**config.mk**
```make
export PLATFORM = sky130hd
export DESIGN_NAME = cmd_framer
export DESIGN_NICKNAME = d
export VERILOG_FILES = /design/src/rtl/cmd_framer.sv
export SDC_FILE = /design/constraint.sdc
export NUM_CORES = 1
export LEC_CHECK = 0
export ABC_CLOCK_PERIOD_IN_PS = 6400
export BUFFER_PORTS_ARGS = -buffer_cell sky130_fd_sc_hd__buf_2
export CORE_ASPECT_RATIO = 1.2
export CORE_UTILIZATION = 30
export DETAILED_ROUTE_END_ITERATION = 10
export SLEW_MARGIN = 20
export SYNTH_ARGS = -nofsm -noshare
export SYNTH_HDL_FRONTEND = slang
export SYNTH_SLANG_ARGS = --single-unit
```
**constraint.sdc**
```tcl
create_clock -name clk -period 6.4 [get_ports clk]
set_input_delay 0.64 -clock clk [delete_from_list [all_inputs] [get_ports clk]]
set_output_delay 0.64 -clock clk [all_outputs]
set_load 0.02 [all_outputs]
```
**src/rtl/cmd_framer.sv**
```systemverilog
// -----------------------------------------------------------------------------
// cmd_framer
// Upstream stage of the SD host CMD-path serializer. It latches a command
// index and 32-bit argument, computes CRC7 one header bit per cycle, assembles
// the 48-bit SD command frame and hands it to the serializer with a
// load/enable handshake. It reports completion once the serializer signals
// complete.
//
// Optional build macro: CMD_FRAMER_TIMEOUT_EN
//   When this macro is defined, an `error` output and a WAIT-cycle counter are
//   added. If the serializer never completes, WAIT ends after TIMEOUT_CYCLES
//   cycles with done=1 and error=1.
//
// Ports:
//   clk          in   1   system clock, rising edge
//   reset        in   1   asynchronous active-low reset
//   start        in   1   request pulse, sampled only in IDLE
//   cmd_index    in   6   command index, latched on accepted start
//   cmd_arg      in  32   command argument, latched on accepted start
//   ser_complete in   1   serializer complete flag
//   frame        out 48   {0, TX_BIT, index, arg, crc7, 1} to the serializer
//   ser_enable   out  1   serializer enable (LOAD and WAIT)
//   ser_load     out  1   one-cycle pulse restarting the serializer
//   crc7         out  7   CRC of the current/last frame
//   busy         out  1   high in every state except IDLE
//   done         out  1   one-cycle end-of-transfer pulse
//   error        out  1   (CMD_FRAMER_TIMEOUT_EN only) WAIT timed out
// -----------------------------------------------------------------------------
module cmd_framer #(
  parameter logic [6:0]  CRC_POLY       = 7'b0001001,
  parameter logic        TX_BIT         = 1'b1,
  parameter int unsigned TIMEOUT_CYCLES = 128
) (
  input  logic        clk,
  input  logic        reset,
  input  logic        start,
  input  logic [5:0]  cmd_index,
  input  logic [31:0] cmd_arg,
  input  logic        ser_complete,
  output logic [47:0] frame,
  output logic        ser_enable,
  output logic        ser_load,
  output logic [6:0]  crc7,
  output logic        busy,
  output logic        done
`ifdef CMD_FRAMER_TIMEOUT_EN
  ,
  output logic        error
`endif
);

  typedef enum logic [2:0] {
    S_IDLE = 3'd0,
    S_CRC  = 3'd1,
    S_LOAD = 3'd2,
    S_WAIT = 3'd3,
    S_DONE = 3'd4
  } state_e;

  // One step of the bit-serial CRC7 LFSR.
  function automatic logic [6:0] crc7_step(input logic [6:0] crc_in, input logic bit_in);
    logic fb;
    fb = crc_in[6] ^ bit_in;
    return {crc_in[5:0], 1'b0} ^ (fb ? CRC_POLY : 7'd0);
  endfunction

  state_e      state_q, state_d;
  logic [39:0] hdr_q, hdr_d;
  logic [6:0]  crc_q, crc_d;
  logic [5:0]  cnt_q, cnt_d;
  logic [47:0] frame_q, frame_d;
  logic [6:0]  crc7_q, crc7_d;
  logic        wait_first_q, wait_first_d;
  logic        ser_enable_q, ser_enable_d;
  logic        ser_load_q, ser_load_d;
  logic        busy_q, busy_d;
  logic        done_q, done_d;
  logic [6:0]  crc_step_s;

`ifdef CMD_FRAMER_TIMEOUT_EN
  localparam int WCW = $clog2(TIMEOUT_CYCLES) + 1;
  logic [WCW-1:0] wait_cnt_q, wait_cnt_d;
  logic           error_q, error_d;
`else
  logic unused_timeout_s;
  assign unused_timeout_s = (TIMEOUT_CYCLES == 0);
`endif

  // Header is consumed MSB first; bit index counts down from 39.
  assign crc_step_s = crc7_step(crc_q, hdr_q[6'd39 - cnt_q]);

  // Next-state and registered-output computation.
  always_comb begin
    state_d      = state_q;
    hdr_d        = hdr_q;
    crc_d        = crc_q;
    cnt_d        = cnt_q;
    frame_d      = frame_q;
    crc7_d       = crc7_q;
    wait_first_d = 1'b0;
`ifdef CMD_FRAMER_TIMEOUT_EN
    wait_cnt_d   = wait_cnt_q;
    error_d      = error_q;
`endif
    case (state_q)
      S_IDLE: begin
        if (start) begin
          hdr_d   = {1'b0, TX_BIT, cmd_index, cmd_arg};
          crc_d   = 7'd0;
          cnt_d   = 6'd0;
          state_d = S_CRC;
`ifdef CMD_FRAMER_TIMEOUT_EN
          error_d = 1'b0;
`endif
        end else begin
          state_d = S_IDLE;
        end
      end
      S_CRC: begin
        crc_d = crc_step_s;
        if (cnt_q == 6'd39) begin
          // Final CRC is folded straight into the frame so it is valid while
          // ser_load is high.
          frame_d = {hdr_q, crc_step_s, 1'b1};
          crc7_d  = crc_step_s;
          cnt_d   = 6'd0;
          state_d = S_LOAD;
        end else begin
          cnt_d = cnt_q + 6'd1;
        end
      end
      S_LOAD: begin
        wait_first_d = 1'b1;
`ifdef CMD_FRAMER_TIMEOUT_EN
        wait_cnt_d   = '0;
`endif
        state_d      = S_WAIT;
      end
      S_WAIT: begin
        // The first WAIT cycle ignores complete: it may be stale from the
        // previous transfer.
        if (!wait_first_q && ser_complete) begin
          state_d = S_DONE;
`ifdef CMD_FRAMER_TIMEOUT_EN
        end else if (wait_cnt_q == WCW'(TIMEOUT_CYCLES - 1)) begin
          state_d = S_DONE;
          error_d = 1'b1;
        end else begin
          wait_cnt_d = wait_cnt_q + WCW'(1);
`else
        end else begin
          state_d = S_WAIT;
`endif
        end
      end
      S_DONE: begin
        state_d = S_IDLE;
      end
      default: begin
        state_d = S_IDLE;
      end
    endcase

    // Handshake outputs are registered and follow the state being entered.
    ser_load_d   = (state_d == S_LOAD);
    ser_enable_d = (state_d == S_LOAD) || (state_d == S_WAIT);
    busy_d       = (state_d != S_IDLE);
    done_d       = (state_d == S_DONE);
  end

  // State and datapath registers.
  always_ff @(posedge clk or negedge reset) begin
    if (!reset) begin
      state_q      <= S_IDLE;
      hdr_q        <= 40'd0;
      crc_q        <= 7'd0;
      cnt_q        <= 6'd0;
      frame_q      <= 48'd0;
      crc7_q       <= 7'd0;
      wait_first_q <= 1'b0;
      ser_enable_q <= 1'b0;
      ser_load_q   <= 1'b0;
      busy_q       <= 1'b0;
      done_q       <= 1'b0;
`ifdef CMD_FRAMER_TIMEOUT_EN
      wait_cnt_q   <= '0;
      error_q      <= 1'b0;
`endif
    end else begin
      state_q      <= state_d;
      hdr_q        <= hdr_d;
      crc_q        <= crc_d;
      cnt_q        <= cnt_d;
      frame_q      <= frame_d;
      crc7_q       <= crc7_d;
      wait_first_q <= wait_first_d;
      ser_enable_q <= ser_enable_d;
      ser_load_q   <= ser_load_d;
      busy_q       <= busy_d;
      done_q       <= done_d;
`ifdef CMD_FRAMER_TIMEOUT_EN
      wait_cnt_q   <= wait_cnt_d;
      error_q      <= error_d;
`endif
    end
  end

  assign frame      = frame_q;
  assign crc7       = crc7_q;
  assign ser_enable = ser_enable_q;
  assign ser_load   = ser_load_q;
  assign busy       = busy_q;
  assign done       = done_q;
`ifdef CMD_FRAMER_TIMEOUT_EN
  assign error      = error_q;
`endif

endmodule

```
# Yosys cells after proc, flatten, opt, wreduce, memory -nomap -nowiden
# Cells that the tools add are included.
[word_totals]
ff_bits = 114
output_inout_bits = 59
wordCells = 46
[classes]
addsub = 2
n_lt_le_gt_ge = 1
eq_ne = 8
mux = 13
n_bitwise = 2
reduce_logical = 9
[ops]
columns = ["op", "n"]
rows = [
  ["7-bit case mux with 2 select lines", 1],
  ["3-bit by 2-bit == test with 1-bit output, second input constant", 4],
  ["6-bit two-way mux", 2],
  ["3-bit case mux with 4 select lines", 1],
  ["6-bit case mux with 2 select lines", 1],
  ["6-bit by 7-bit less-than comparator with 1-bit output, second input constant", 1],
  ["7-bit two-way mux", 1],
  ["7-bit by 4-bit bitwise XOR with 7-bit output", 1],
  ["6-bit by 1-bit adder with 6-bit output, second input constant", 1],
  ["1-bit binary-select mux with 6-bit select", 1],
  ["6-bit == test, second input constant", 1],
  ["3-bit two-way mux", 2],
  ["2-bit AND reduction", 3],
  ["6-bit subtractor, first input constant", 1],
  ["4-bit two-way mux", 1],
  ["3-bit by 1-bit == test with 1-bit output, second input constant", 1],
  ["3-bit == test, second input constant", 1],
  ["3-bit zero test", 1],
  ["1-bit two-way mux", 3],
  ["3-bit nonzero test", 1],
  ["2-bit != test, second input constant", 1],
  ["2-bit nonzero test", 1],
  ["1-bit logical AND", 1],
  ["1-bit zero test", 1],
  ["other kinds (2)", 2],
]

# Longest topological paths before layout
[logic_depth]
word_depth = 7
mapped_depth = 8

# Worst setup path before layout
# Ideal clock, no wire load.
[synth_path]
path_kind = "register to register"
from = "register cnt_q[3]"
to = "register crc7_q[3] (netlist: crc7[3])"
setup_time_ns = 0.073
arrival_time_ns = 2.245
required_ns = 6.327
path_slack_ns = 4.082
stages_incl_launch_ff = 9
n_path_buf = 0
synth_period_minus_slack_ns = 2.318
path_cell_list = "dfrtp_1 > inv_1 > ha_1 > xnor2_1 > nand2_1 > or4_1 > and3_2 > mux2_4 > a21oi_2"
[synth_via]
elab_chain_cells = 6
elab_cells_between_ends = 8
classes_between = "1 x add/sub; 1 x eq/ne; 3 x mux; 2 x bitwise; 1 x reduce/logical"
[synth_rtl]
columns = ["element", "line", "rtl"]
rows = [
  ["start: declaration", "70", "logic [5:0] cnt_q, cnt_d;"],
  ["start signal: assignment", "193", "cnt_q <= cnt_d;"],
  ["6-bit subtractor", "90", "assign crc_step_s = crc7_step(crc_q, hdr_q[6'd39 - cnt_q]);"],
  ["1-bit binary-select mux with 6-bit select", "90", ""],
  ["1-bit two-way mux (not written as such)", "90", ""],
  ["1-bit bitwise XOR", "63", "fb = crc_in[6] ^ bit_in;"],
  ["4-bit two-way mux", "64", "return {crc_in[5:0], 1'b0} ^ (fb ? CRC_POLY : 7'd0);"],
  ["7-bit by 4-bit bitwise XOR with 7-bit output", "64", ""],
  ["end signal: assignment", "195", "crc7_q <= crc7_d;"],
  ["end: declaration", "72", "logic [6:0] crc7_q, crc7_d;"],
]
# Parallel ways exist; a longest one is shown, timed or not. The select of a mux whose other input is x is not followed.
# A chain may end at the register's enable or synchronous reset.

# Final worst setup path
[layout_path]
from = "register cnt_q[2]"
to = "register crc7_q[0] (netlist: crc7[0])"
# The elaborated chain is that of the path after synthesis.

==> results.toml <==
[critical_path]
crit_type = "flop to flop"
crit_top_cell = "mux4_2"
cp.required_ns = 6.67
cp_data_arrival_time_ns = 2.79
cp-start-kind = "flop"
critPathMaxStageDelay_ns = 0.87
end_kind = "flop"
crit_path_max_fanout = 22
critPathSlowestCell = "dfrtp_1"
cp_cell_sequence = "mux4_2 > mux4_2 > nand3_2 > nand4_4 > mux2_4 > a21oi_2"

[yosys]
synthAdderAreaFrac_pct = 0.827
yosys.area_share.simple_pct = 5.79
synth_seq_cells = 107
synth_top_family_by_area = "multiplexers"
synth_xor_area_share_pct = 0.965
synth_area_leaders = "dfrtp_1, mux2_2, mux4_1, buf_4, mux4_2"
synth_top_area_cell = "dfrtp_1"
synth_top_area_share_pct = 59.0
synth-warning-count = 0
synth_cells = 316
synthDistinctLibCells = 42
synth_compound_area_share_pct = 3.83
synth.cell_area_mm2 = 0.00454
synth_fp_nets = 361
syn_avg_cell_area_um2 = 14.4
synth_mux_area_share_pct = 26.1
synth-seq-area-share_pct = 59.0

[drt]
drtIter0Drc = 100
via_per_inst = 4.53
routedWlPerCell_um = 15.5
wl_um = 9500
ant_nets = 0
drtPass1Iterations = 4
vias = 2775
drcViolationCount = 0

[timing]
finalSetupViolCount = 0
finalCritPeriodShare_pct = 39.2
fmax_mhz = 398
fin_ws_ns = 3.89
tightest_slew_ns = 0.917
whs_ns = 0.301
tns_ns = 0
slew_headroom_pct = 38.7
finClkSkew_ns = 0.00944
period_needed_ns = 2.51
hold_viol = 0
slew_violations = 0
rsz0062_at_grt = "false"

[floorplan]
die_x_um = 114
io_pins = 101
die_area_mm2 = 0.0156
core_area_mm2 = 0.0146
start_util_pct = 31.1
die_h_um = 137
rows = 48

[place]
dpl.cell_count = 596
place_congestion = 0.809
port-buffer-count = 99
place_hpwl_um = 6830
dp_worst_setup_slack_ns = 3.89

[grt]
grt_pass1_vias = 2973
grt_pass1_wl_um = 15500
grt-ovfl-total = 0
grt_max_degree = 61
antenna_found_initial = 0
track_usage_pct = 13.3

[cells_and_area]
mostFrequentLayoutCells = "dfrtp_1, buf_2, mux2_2"
final_common_cell = "dfrtp_1"
nets = 452
drive_above_1_share_pct = 53.2
fin_cells = 612
diodes = 0
area_growth_pct = 21.1

[clock_tree]
cts_tree = "built"
path_clk_slew_ns = 0.07
ctsHoldBuffers = 0
cts.repair.resized = 0
clock-sinks = 107
post_cts_buffers = 0
cts_buffer_depth = 2
clock_latency_ns = 0.35
cts-root-buf = "clkbuf_16"
cts_max_level = 3
cts_buffers = 9

[power_and_ir_drop]
total_power_uw = 2580
vdd_ir_drop_max_uv = 157
powerDensity_mw_per_mm2 = 470
power.leakage_uw = 0.00269

[hold_path]
hold_path.class = "primary input to async pin"

[run_status]
outcome = "finished, final reports clean"

[run]
drv_cap = 0
==> worst max-delay path, delay by kind of cell (launching register included) <==
family	cells	cell delay, ns
muxes	3	1.19
DFF	1	0.87
and+or+nand+nor	2	0.23
AOI/OAI and AO/OA	1	0.13
==> flip-flops by register name (all words and copies together), names as in the netlist <==
| signal | cells |
|---|---|
| hdr_q | 39 |
| busy | 1 |
| cnt_q | 6 |
| done | 1 |
| frame | 41 |
| wait_first_q | 1 |
| ser_load | 1 |
| crc_q | 7 |
| state_q | 3 |
| crc7 | 6 |
| ser_enable | 1 |
==> final timing paths <==
| check | start | end | slack (ns) | cells after the start |
|---|---|---|---|---|
| max in group asynchronous | reset | hdr_q[1] | 4.88 | 2 |
| min in group clk | frame[0] | frame[0] | 0.47 | 1 |
| min reg2reg | frame[0] | frame[0] | 0.47 | 1 |
| max reg2reg | cnt_q[2] | crc7[0] | 3.89 | 6 |
| min | reset | hdr_q[2] | 0.30 | 1 |
| max | cnt_q[2] | crc7[0] | 3.89 | 6 |
==> final cells by class <==
class / instances / area (µm²)
Inverter: 5 / 18.8
Fill cell: 1414 / 9100
Multi-Input combinational cell: 181 / 1720
Tap cell: 200 / 250
Clock inverter: 6 / 63.8
Clock buffer: 10 / 239
Sequential cell: 107 / 2680
Timing Repair Buffer: 103 / 528
==> kinds of logic after synthesis <==
group,after synthesis
adder cells (fa/ha/maj),3
multiplexers,98
other,1
AND/OR/NAND/NOR,47
AO/OA/AOI/OAI,27
XOR/XNOR,5
buffers and inverters,28
flip-flops,107
==> per-stage QoR <==
stage | util [%] | instance area, µm²
after CTS | 37.7 | 5500
after floorplan | - | 4540
final | 37.7 | 5500
after detailed placement | 35.6 | 5190
after global placement | 35.6 | 5190
after global routing | 37.7 | 5500
==> power breakdown <==
| part | internal, µW | switching, µW | total [µW] |
|---|---|---|---|
| registers | 923 | 227 | 1150 |
| clock network | 314 | 245 | 559 |
| logic | 471 | 401 | 872 |
| total | 1710 | 874 | 2580 |
==> metal layers <==
| layer | vias to the layer above | part of all wire [%] | GRT usage (%) |
|---|---|---|---|
| li1 | 1305 | - | - |
| met1 | 1379 | 44 | 16.1 |
| met2 | 78 | 50 | 22.2 |
| met3 | 13 | 3.7 | 2.88 |
| met4 | 0 | 2.2 | 6.93 |
| met5 | - | 0 | 0 |
==> synthesized netlist by cell type (all sizes together) <==
cell type  number
nor4b           1
dfrtp         107
a22o            5
nor2b           2
xor2            1
nand2b          3
xnor2           4
and2            1
nand3b          1
nor3            2
ha              3
o22ai           3
or3             1
nor2            9
conb            1
mux4            6
mux2           88
nand4bb         1
clkbuf          7
or2             2
nand2          13
a21oi           4
o211ai          1
nand4           2
and3            2
a211oi          1
o21ai          12
nand3           5
a2111oi         1
or2b            1
or4             1
buf            16
mux2i           4
inv             5
(Power assumes the default switching activity.)
